## src/rtl/dm_pkg.sv

```systemverilog
// Shared definitions for the data-memory arbiter: FSM state encoding and
// byte-address to word-index conversion.
package dm_pkg;

  typedef enum logic [1:0] {
    IDLE  = 2'd0,
    ISSUE = 2'd1,
    RESP  = 2'd2
  } dm_state_e;

  // Word index of a 32-bit byte address; callers slice the low bits they need.
  function automatic logic [29:0] word_index(input logic [31:0] addr);
    return 30'(addr >> 2);
  endfunction

endpackage

```

## src/rtl/rr_arb2.sv

```systemverilog
// Two-port round-robin pick: on a tie the port not granted last wins,
// otherwise the single requester wins. gnt is the winning port id.
module rr_arb2 (
  input  logic req0,
  input  logic req1,
  input  logic last,
  output logic gnt
);

  always_comb begin
    gnt = req1;
    if (req0 && req1) gnt = ~last;
  end

endmodule

```

## src/rtl/dm_arbiter.sv

```systemverilog
// Arbitrates a CPU data port and a DMA/IO port onto one external memory.
// Optional write tracing is compiled in with `define DM_ARB_TRACE_EN.
module dm_arbiter
  import dm_pkg::*;
#(
  parameter int ADDR_W     = 10,
  parameter bit PRIO_RESET = 1'b0
) (
  input  logic              clk,
  input  logic              reset,
  input  logic              req0,
  input  logic              req1,
  input  logic              we0,
  input  logic              we1,
  input  logic [31:0]       addr0,
  input  logic [31:0]       addr1,
  input  logic [31:0]       wdata0,
  input  logic [31:0]       wdata1,
  input  logic [31:0]       pc0,
  output logic              ack0,
  output logic              ack1,
  output logic              err0,
  output logic              err1,
  output logic [31:0]       rdata,
  output logic              mem_we,
  output logic [ADDR_W-1:0] mem_addr,
  output logic [31:0]       mem_wdata,
  input  logic [31:0]       mem_rdata,
  output dm_state_e         state_dbg
);

  // Handshake: a port raises req with we/addr/wdata and holds them stable
  // until it sees ack (one cycle, err qualifying it); it may then drop req.
  dm_state_e         state, state_nxt;
  logic              last, port_q, err_q, gnt;
  logic              req_m0, req_m1, take;
  logic [31:0]       sel_addr, sel_wdata;
  logic              sel_we, sel_err;
  logic [ADDR_W-1:0] sel_word;
  logic [29-ADDR_W:0] sel_hi;

  assign state_dbg = state;

  // The port being answered in RESP still holds req; mask it to avoid a regrant.
  always_comb begin
    req_m0 = req0 && !(state == RESP && port_q == 1'b0);
    req_m1 = req1 && !(state == RESP && port_q == 1'b1);
  end

  rr_arb2 u_rr (
    .req0 (req_m0),
    .req1 (req_m1),
    .last (last),
    .gnt  (gnt)
  );

  always_comb begin
    sel_addr  = gnt ? addr1  : addr0;
    sel_wdata = gnt ? wdata1 : wdata0;
    sel_we    = gnt ? we1    : we0;
    {sel_hi, sel_word} = word_index(sel_addr);
    sel_err   = (sel_hi != '0) || (sel_addr[1:0] != 2'b00);
    take      = (state != ISSUE) && (req_m0 || req_m1);
    state_nxt = state;
    case (state)
      IDLE:    if (take) state_nxt = ISSUE;
      ISSUE:   state_nxt = RESP;
      RESP:    state_nxt = take ? ISSUE : IDLE;
      default: state_nxt = IDLE;
    endcase
  end

  always_ff @(posedge clk or posedge reset) begin
    if (reset) state <= IDLE;
    else       state <= state_nxt;
  end

  // mem_* are loaded on the grant edge so they are valid throughout ISSUE.
  always_ff @(posedge clk or posedge reset) begin
    if (reset) begin
      last      <= PRIO_RESET;
      port_q    <= 1'b0;
      err_q     <= 1'b0;
      ack0      <= 1'b0;
      ack1      <= 1'b0;
      err0      <= 1'b0;
      err1      <= 1'b0;
      rdata     <= '0;
      mem_we    <= 1'b0;
      mem_addr  <= '0;
      mem_wdata <= '0;
    end else begin
      ack0   <= 1'b0;
      ack1   <= 1'b0;
      err0   <= 1'b0;
      err1   <= 1'b0;
      mem_we <= 1'b0;
      if (take) begin
        last      <= gnt;
        port_q    <= gnt;
        err_q     <= sel_err;
        mem_addr  <= sel_word;
        mem_wdata <= sel_wdata;
        mem_we    <= sel_we && !sel_err;
      end
      if (state == ISSUE) begin
        rdata <= err_q ? '0 : mem_rdata;
        ack0  <= !port_q;
        ack1  <= port_q;
        err0  <= !port_q && err_q;
        err1  <= port_q && err_q;
      end
    end
  end

`ifdef DM_ARB_TRACE_EN
  always @(posedge clk) begin
    if (!reset && state == ISSUE && mem_we)
      $display("%d@%h: *%h <= %h", $time, port_q ? 32'h0 : pc0,
               {mem_addr, 2'b00}, mem_wdata);
  end
`else
  logic unused_pc0;
  assign unused_pc0 = ^pc0;
`endif

endmodule

```

## config.mk

```make
export PLATFORM = sky130hd
export DESIGN_NAME = dm_arbiter
export DESIGN_NICKNAME = d
export VERILOG_FILES = /design/src/rtl/dm_pkg.sv /design/src/rtl/rr_arb2.sv /design/src/rtl/dm_arbiter.sv
export SDC_FILE = /design/constraint.sdc
export NUM_CORES = 1
export LEC_CHECK = 0
export CAP_MARGIN = 20
export CORE_MARGIN = 4
export CORE_UTILIZATION = 34
export CTS_CLUSTER_SIZE = 12
export DETAILED_ROUTE_END_ITERATION = 6
export PLACE_DENSITY = 0.85
export SLEW_MARGIN = 0
export SYNTH_ARGS = -nofsm -noshare
export SYNTH_HDL_FRONTEND = slang
export SYNTH_HIERARCHICAL = 1
export SYNTH_SLANG_ARGS = --single-unit
```

## constraint.sdc

```tcl
create_clock -name clk -period 3.5 [get_ports clk]
set_clock_uncertainty 0.1 [all_clocks]
set_input_delay 0.7 -clock clk [delete_from_list [all_inputs] [get_ports clk]]
set_output_delay 0.7 -clock clk [all_outputs]
set_load 0.05 [all_outputs]
```

==> flow_summary_export.csv, run 1 <==
group,metric,value,unit
synthesis,synth_cells,372,
floorplan,die_w,113,microns
place,hpwl,9550,microns
place,placement.io_buffers,246,
synthesis,synth_area_per_cell,9.99,sq um
cts,root_buffer,"clkbuf_8",
floorplan,core-area,10500,sq um
synthesis,synth-warning-count,6,
grt,gr-total-overflow,0,
floorplan,rows,37,
floorplan,die_height,113,microns
finish,multi_input_area,1530,sq um
finish,nets,809,
worst_setup_path,rrSetupSlack,1.36,ns
worst_setup_path,worstSetupPathType,"input pin to flop",
synthesis,syn_nets,570,
cts,cts_made_buffers,9,
worst_setup_path,critPathLaunch,"req1",
sta,fmax,413,MHz
pwr,p_per_area,685,nW/um^2
routing,wl_per_cell,15.9,microns
sta,grt_setup_unrepaired,"no",
worst_setup_path,r2r_end,"err_q",
cts,h-tree-depth,3,
cts,ctsResizeCount,0,
worst_setup_path,reg2reg_from,"state_dbg[0]",
finish,drive_above_1_share,4.38,%
flow_run,max-cap-violations,0,
hold_path,hp-class,"flop to flop",
synthesis,synthTopCellsByArea,"dfrtp_1 (56%), mux2i_1 (12%), a21oi_1 (5.7%)",
finish,seq_area,2080,sq um
sta,hold_viol,0,
pwr,ir_worst_vdd,0.000492,V
sta,tns,0,ns
cts,insertion_delay,0.33,ns
finish,syn_to_final_growth,75.1,%
grt,grtUsageTotal,18.5,%
place,dp_cells,736,
worst_setup_path,crit_path_end,"err_q",
synthesis,netlist_area,3710,sq um
worst_setup_path,start_kind,"input pin",
routing,post-route-drc-count,0,
grt,antenna_found_initial,0,
sta,finalCritPeriodShare,69.2,%
routing,drtAntennaViolNets,0,
worst_setup_path,reg2reg_depth,7,
grt,grt_max_degree,67,
status,outcome,"finished, final reports clean",
synthesis,ys.flop_type,"dfrtp_1",
synthesis,ys_seq_elements,83,
synthesis,async_flop_share,100,%
worst_setup_path,worstPathMaxFanout,46,
routing,drt_iter0_drc,167,
grt,grt_pass1_wl,19000,microns
synthesis,ys_seq_area_share,55.9,%
synthesis,yosysUniqueCellTypes,25,
grt,grt_pass1_vias,3788,
sta,setup_ws,1.08,ns
cts,cts.clk_slew.worst_paths,0.09,ns
finish,finalNonFillerCells,752,
cts,cts_hold_buf,0,
sta,fin_hold_ws,0.384,ns
hold_path,holdPathStages,2,
routing,vias_per_cell,4.71,
sta,slew_violations,0,
place,gp_congestion,0.856,
routing,drt_wl_total,12000,microns
finish,fillers,883,
cts,cts_tree,"done",
synthesis,yosys.area.top_type,"dfrtp_1",
floorplan,fp.dieArea,12700,sq um
sta,slew_headroom,42.3,%
sta,period_minus_slack,2.42,ns
synthesis,synth_commonest_cells,"dfrtp_1 (83), nor2_1 (48), mux2i_1 (44)",
sta,worstMarginPinSlew,0.865,ns
worst_setup_path,critPathRequiredTime,3.58,ns
worst_setup_path,critPathArrivalTime,2.50,ns
worst_setup_path,crit_path_end_kind,"flop",
pwr,p_leak,2.67,nW
sta,finalSetupViolCount,0,
place,pre_cts_ws,0.751,ns
pwr,p_total,4.45,mW
cts,clock_path_buffers,2,
floorplan,pin_count,279,
cts,post_cts_buffers,0,
routing,via_count,3542,
synthesis,netlist.area_leader.share,55.9,%
synthesis,synth_edf_count,0,
synthesis,post-synth-top-count-cell,"dfrtp_1",
hold_path,worstHoldStart,"rdata[8]",
finish,diodes,0,
cts,cts_sinks,83,
floorplan,start_util,35.5,%
routing,drtPass1Iterations,4,
-- layer usage --
metal | part of all wire (%) | up-vias | GRT usage, %
met5 | 0 | - | 0
met4 | 1.0 | 0 | 4.41
met3 | 8.8 | 9 | 6.31
met2 | 51 | 152 | 33.6
met1 | 39 | 1638 | 21.0
li1 | - | 1743 | -
-- where the power goes --
part | internal (mW) | switching [mW]
Clock | 0.261 | 0.346
Sequential | 1.23 | 0.162
Combinational | 0.864 | 1.59
-- sequential cells by signal, summed over array words and instances (netlist names) --
register   flops
ack0           1
ack1           1
err0           1
err1           1
err_q          1
mem_addr      10
mem_wdata     32
mem_we         1
port_q         1
rdata         32
state_dbg      2
-- cell type report --
type / count / area share, %
sequential: 83 / 31.9
tap: 136 / 2.62
timing repair buffer: 252 / 38.9
multi-input combinational: 260 / 23.5
inverter: 5 / 0.308
clock inverter: 7 / 0.789
clock buffer: 9 / 1.90
-- cell usage in the layout, fill, tap and decap left out --
master,n
o211a_1,1
clkinvlp_4,2
clkdlybuf4s50_1,246
inv_1,4
clkinv_2,3
nand3_1,2
clkinv_4,1
o21ba_2,1
a21oi_1,42
nand4_1,2
a21boi_4,1
a211oi_4,1
inv_6,2
nor3b_1,1
and3_1,2
o21ai_0,33
nand2b_2,1
clkbuf_8,9
mux2i_1,44
nor2_1,48
a21boi_0,2
nor2b_1,1
buf_4,4
nor4_1,10
dfrtp_1,83
nand2b_1,32
buf_12,2
nand2_1,34
nor3_1,1
a31oi_1,1
-- cell families after synthesis --
logic type      Yosys count  share of synthesized area, %
buf+inv                  29                          3.40
flops                    83                          55.9
simple gates            134                          17.0
compound gates           82                          11.9
mux                      44                          11.9
-- critical path: stages --
cell and delay, ns:
clkdlybuf4s50_1 0.51, a21boi_0 0.28, a21boi_4 0.25, buf_12 0.31, inv_1 0.14, mux2i_1 0.19, a31oi_1 0.11
-- stage by stage --
step                instance area [sq um]  utilization, %
global route                         6500            62.2
detailed placement                   6330            60.5
floorplan                            3710               -
finish                               6500            62.2
global placement                     6330            60.5
CTS                                  6500            62.2
-- how the worst min path moves through the flow --
stage                     end  slack, ns
global route        rdata[11]       0.42
finish               rdata[8]       0.38
detailed placement   rdata[2]       0.37
global placement    rdata[10]       0.36
floorplan                ack0       0.41
CTS                  rdata[8]       0.39
Note: power is estimated with default switching activity, not from simulation.
==> run 2: changes to the inputs <==
==> constraint.sdc (replaced) <==
create_clock -name clk -period 2.36 [get_ports clk]
set_clock_uncertainty 0.1 [all_clocks]
set_input_delay 0.472 -clock clk [delete_from_list [all_inputs] [get_ports clk]]
set_output_delay 0.472 -clock clk [all_outputs]
set_load 0.05 [all_outputs]
==> flow_summary_export.csv, run 2 (synthesized netlist as in run 1, its figures left out) <==
group,metric,value,unit
place,gp_congestion,0.846,
finish,fin_area,6540,sq um
hold_path,holdPathStages,2,
floorplan,die_height,113,microns
sta,period_minus_slack,2.20,ns
worst_setup_path,rrSetupSlack,0.24,ns
cts,cts_sinks,83,
grt,antenna_found_initial,0,
finish,layout_common_cells,"clkdlybuf4s50_1 (246), dfrtp_1 (83), nor2_1 (48)",
sta,fmax,454,MHz
finish,nets,809,
worst_setup_path,worstSetupPathType,"flop to primary output",
worst_setup_path,cp.depth,1,
worst_setup_path,critPathRequiredTime,1.79,ns
flow_run,max-cap-violations,0,
worst_setup_path,start_kind,"flop",
status,outcome,"finished, final reports clean",
sta,tns,0,ns
floorplan,pin_count,279,
place,placement.io_buffers,246,
finish,reg_top3,"mem_wdata: 32 flops, rdata: 32 flops, mem_addr: 10 flops",
pwr,p_leak,2.67,nW
cts,post_cts_buffers,0,
hold_path,worstHoldStart,"rdata[21]",
pwr,p_per_area,1030,nW/um^2
routing,post-route-drc-count,0,
worst_setup_path,cp_slowest_cell,"clkdlybuf4s50_1",
worst_setup_path,worstPathMaxFanout,4,
grt,grt_max_degree,90,
sta,finalSetupViolCount,0,
place,hpwl,9350,microns
worst_setup_path,r2r_end,"mem_wdata[28]",
routing,drt_wl_total,11700,microns
cts,root_buffer,"clkbuf_8",
worst_setup_path,crit_path_end,"state_dbg[0]",
cts,h-tree-depth,3,
floorplan,rows,37,
grt,grt_pass1_vias,3799,
place,pre_cts_ws,-0.0726,ns
grt,grtUsageTotal,18.2,%
cts,cts.clk_slew.worst_paths,0.08,ns
sta,finalCritPeriodShare,93.3,%
cts,cts_made_buffers,9,
finish,drive_above_1_share,4.22,%
pwr,p_total,6.71,mW
worst_setup_path,cpPeakStageDelay,0.86,ns
worst_setup_path,crit_path_end_kind,"primary output",
sta,slew_violations,0,
cts,ctsResizeCount,0,
routing,vias_per_cell,4.70,
worst_setup_path,critPathArrivalTime,1.63,ns
finish,syn_to_final_growth,75.9,%
routing,drtAntennaViolNets,0,
grt,grt_pass1_wl,18500,microns
worst_setup_path,path_delay_family,"buffers and inverters",
worst_setup_path,reg2reg_depth,6,
finish,fillers,846,
sta,setup_ws,0.158,ns
floorplan,fp.dieArea,12700,sq um
worst_setup_path,critPathLaunch,"state_dbg[0]",
cts,cts_tree,"done",
finish,diodes,0,
worst_setup_path,reg2reg_from,"state_dbg[0]",
grt,gr-total-overflow,0,
floorplan,core-area,10500,sq um
routing,wl_per_cell,15.5,microns
worst_setup_path,path_cells,"clkdlybuf4s50_1",
sta,slew_headroom,43.0,%
pwr,ir_worst_vdd,0.000777,V
routing,drt_iter0_drc,171,
routing,drtPass1Iterations,5,
place,dpl_cell_area,6330,sq um
sta,grt_setup_unrepaired,"no",
cts,insertion_delay,0.34,ns
floorplan,start_util,35.5,%
cts,cts_hold_buf,0,
floorplan,die_w,113,microns
finish,final_common_cell,"clkdlybuf4s50_1",
worst_setup_path,crit_buf_inv,1,
sta,worstMarginPinSlew,0.856,ns
sta,hold_viol,0,
routing,via_count,3537,
cts,clock_path_buffers,2,
hold_path,hp-class,"flop to flop",
[run 2: how the worst min path moves through the flow]
stage / slack (ns) / to
2_1_floorplan: 0.41 / ack0
3_3_place_gp: 0.36 / rdata[10]
3_5_place_dp: 0.37 / rdata[21]
4_1_cts: 0.39 / rdata[21]
5_1_grt: 0.42 / rdata[30]
6_report: 0.39 / rdata[21]
[run 2: through the flow]
step,std cells,hold slack (ns),utilization (%)
2_1_floorplan,372,0.411,-
3_3_place_gp,736,0.362,60.5
3_5_place_dp,736,0.373,60.5
4_1_cts,752,0.393,62.5
5_1_grt,752,0.419,62.5
6_report,752,0.389,62.5
[run 2: area by class of cell]
class                      count  area (sq um)  share of cell area, %
timing repair buffer         252          2530                   38.8
inverter                       5          22.5                  0.345
clock buffer                  11           141                   2.16
sequential                    83          2080                   31.8
clock inverter                 5          62.6                  0.957
tap                          136           170                   2.60
multi-input combinational    260          1530                   23.4
[run 2: routing by layer]
layer	global-route usage [%]	wire length, microns	part of all wire [%]	vias up
li1	-	-	-	1743
met1	20.4	4550	39	1623
met2	32.7	5960	51	155
met3	5.88	980	8.4	16
met4	5.93	180	1.5	0
met5	0	0	0	-
[run 2: power by group]
part	switching (mW)	internal [mW]	total [mW]
sequential	0.231	1.82	2.05
clock	0.513	0.522	1.04
combinational	2.35	1.28	3.63
total	3.09	3.62	6.71
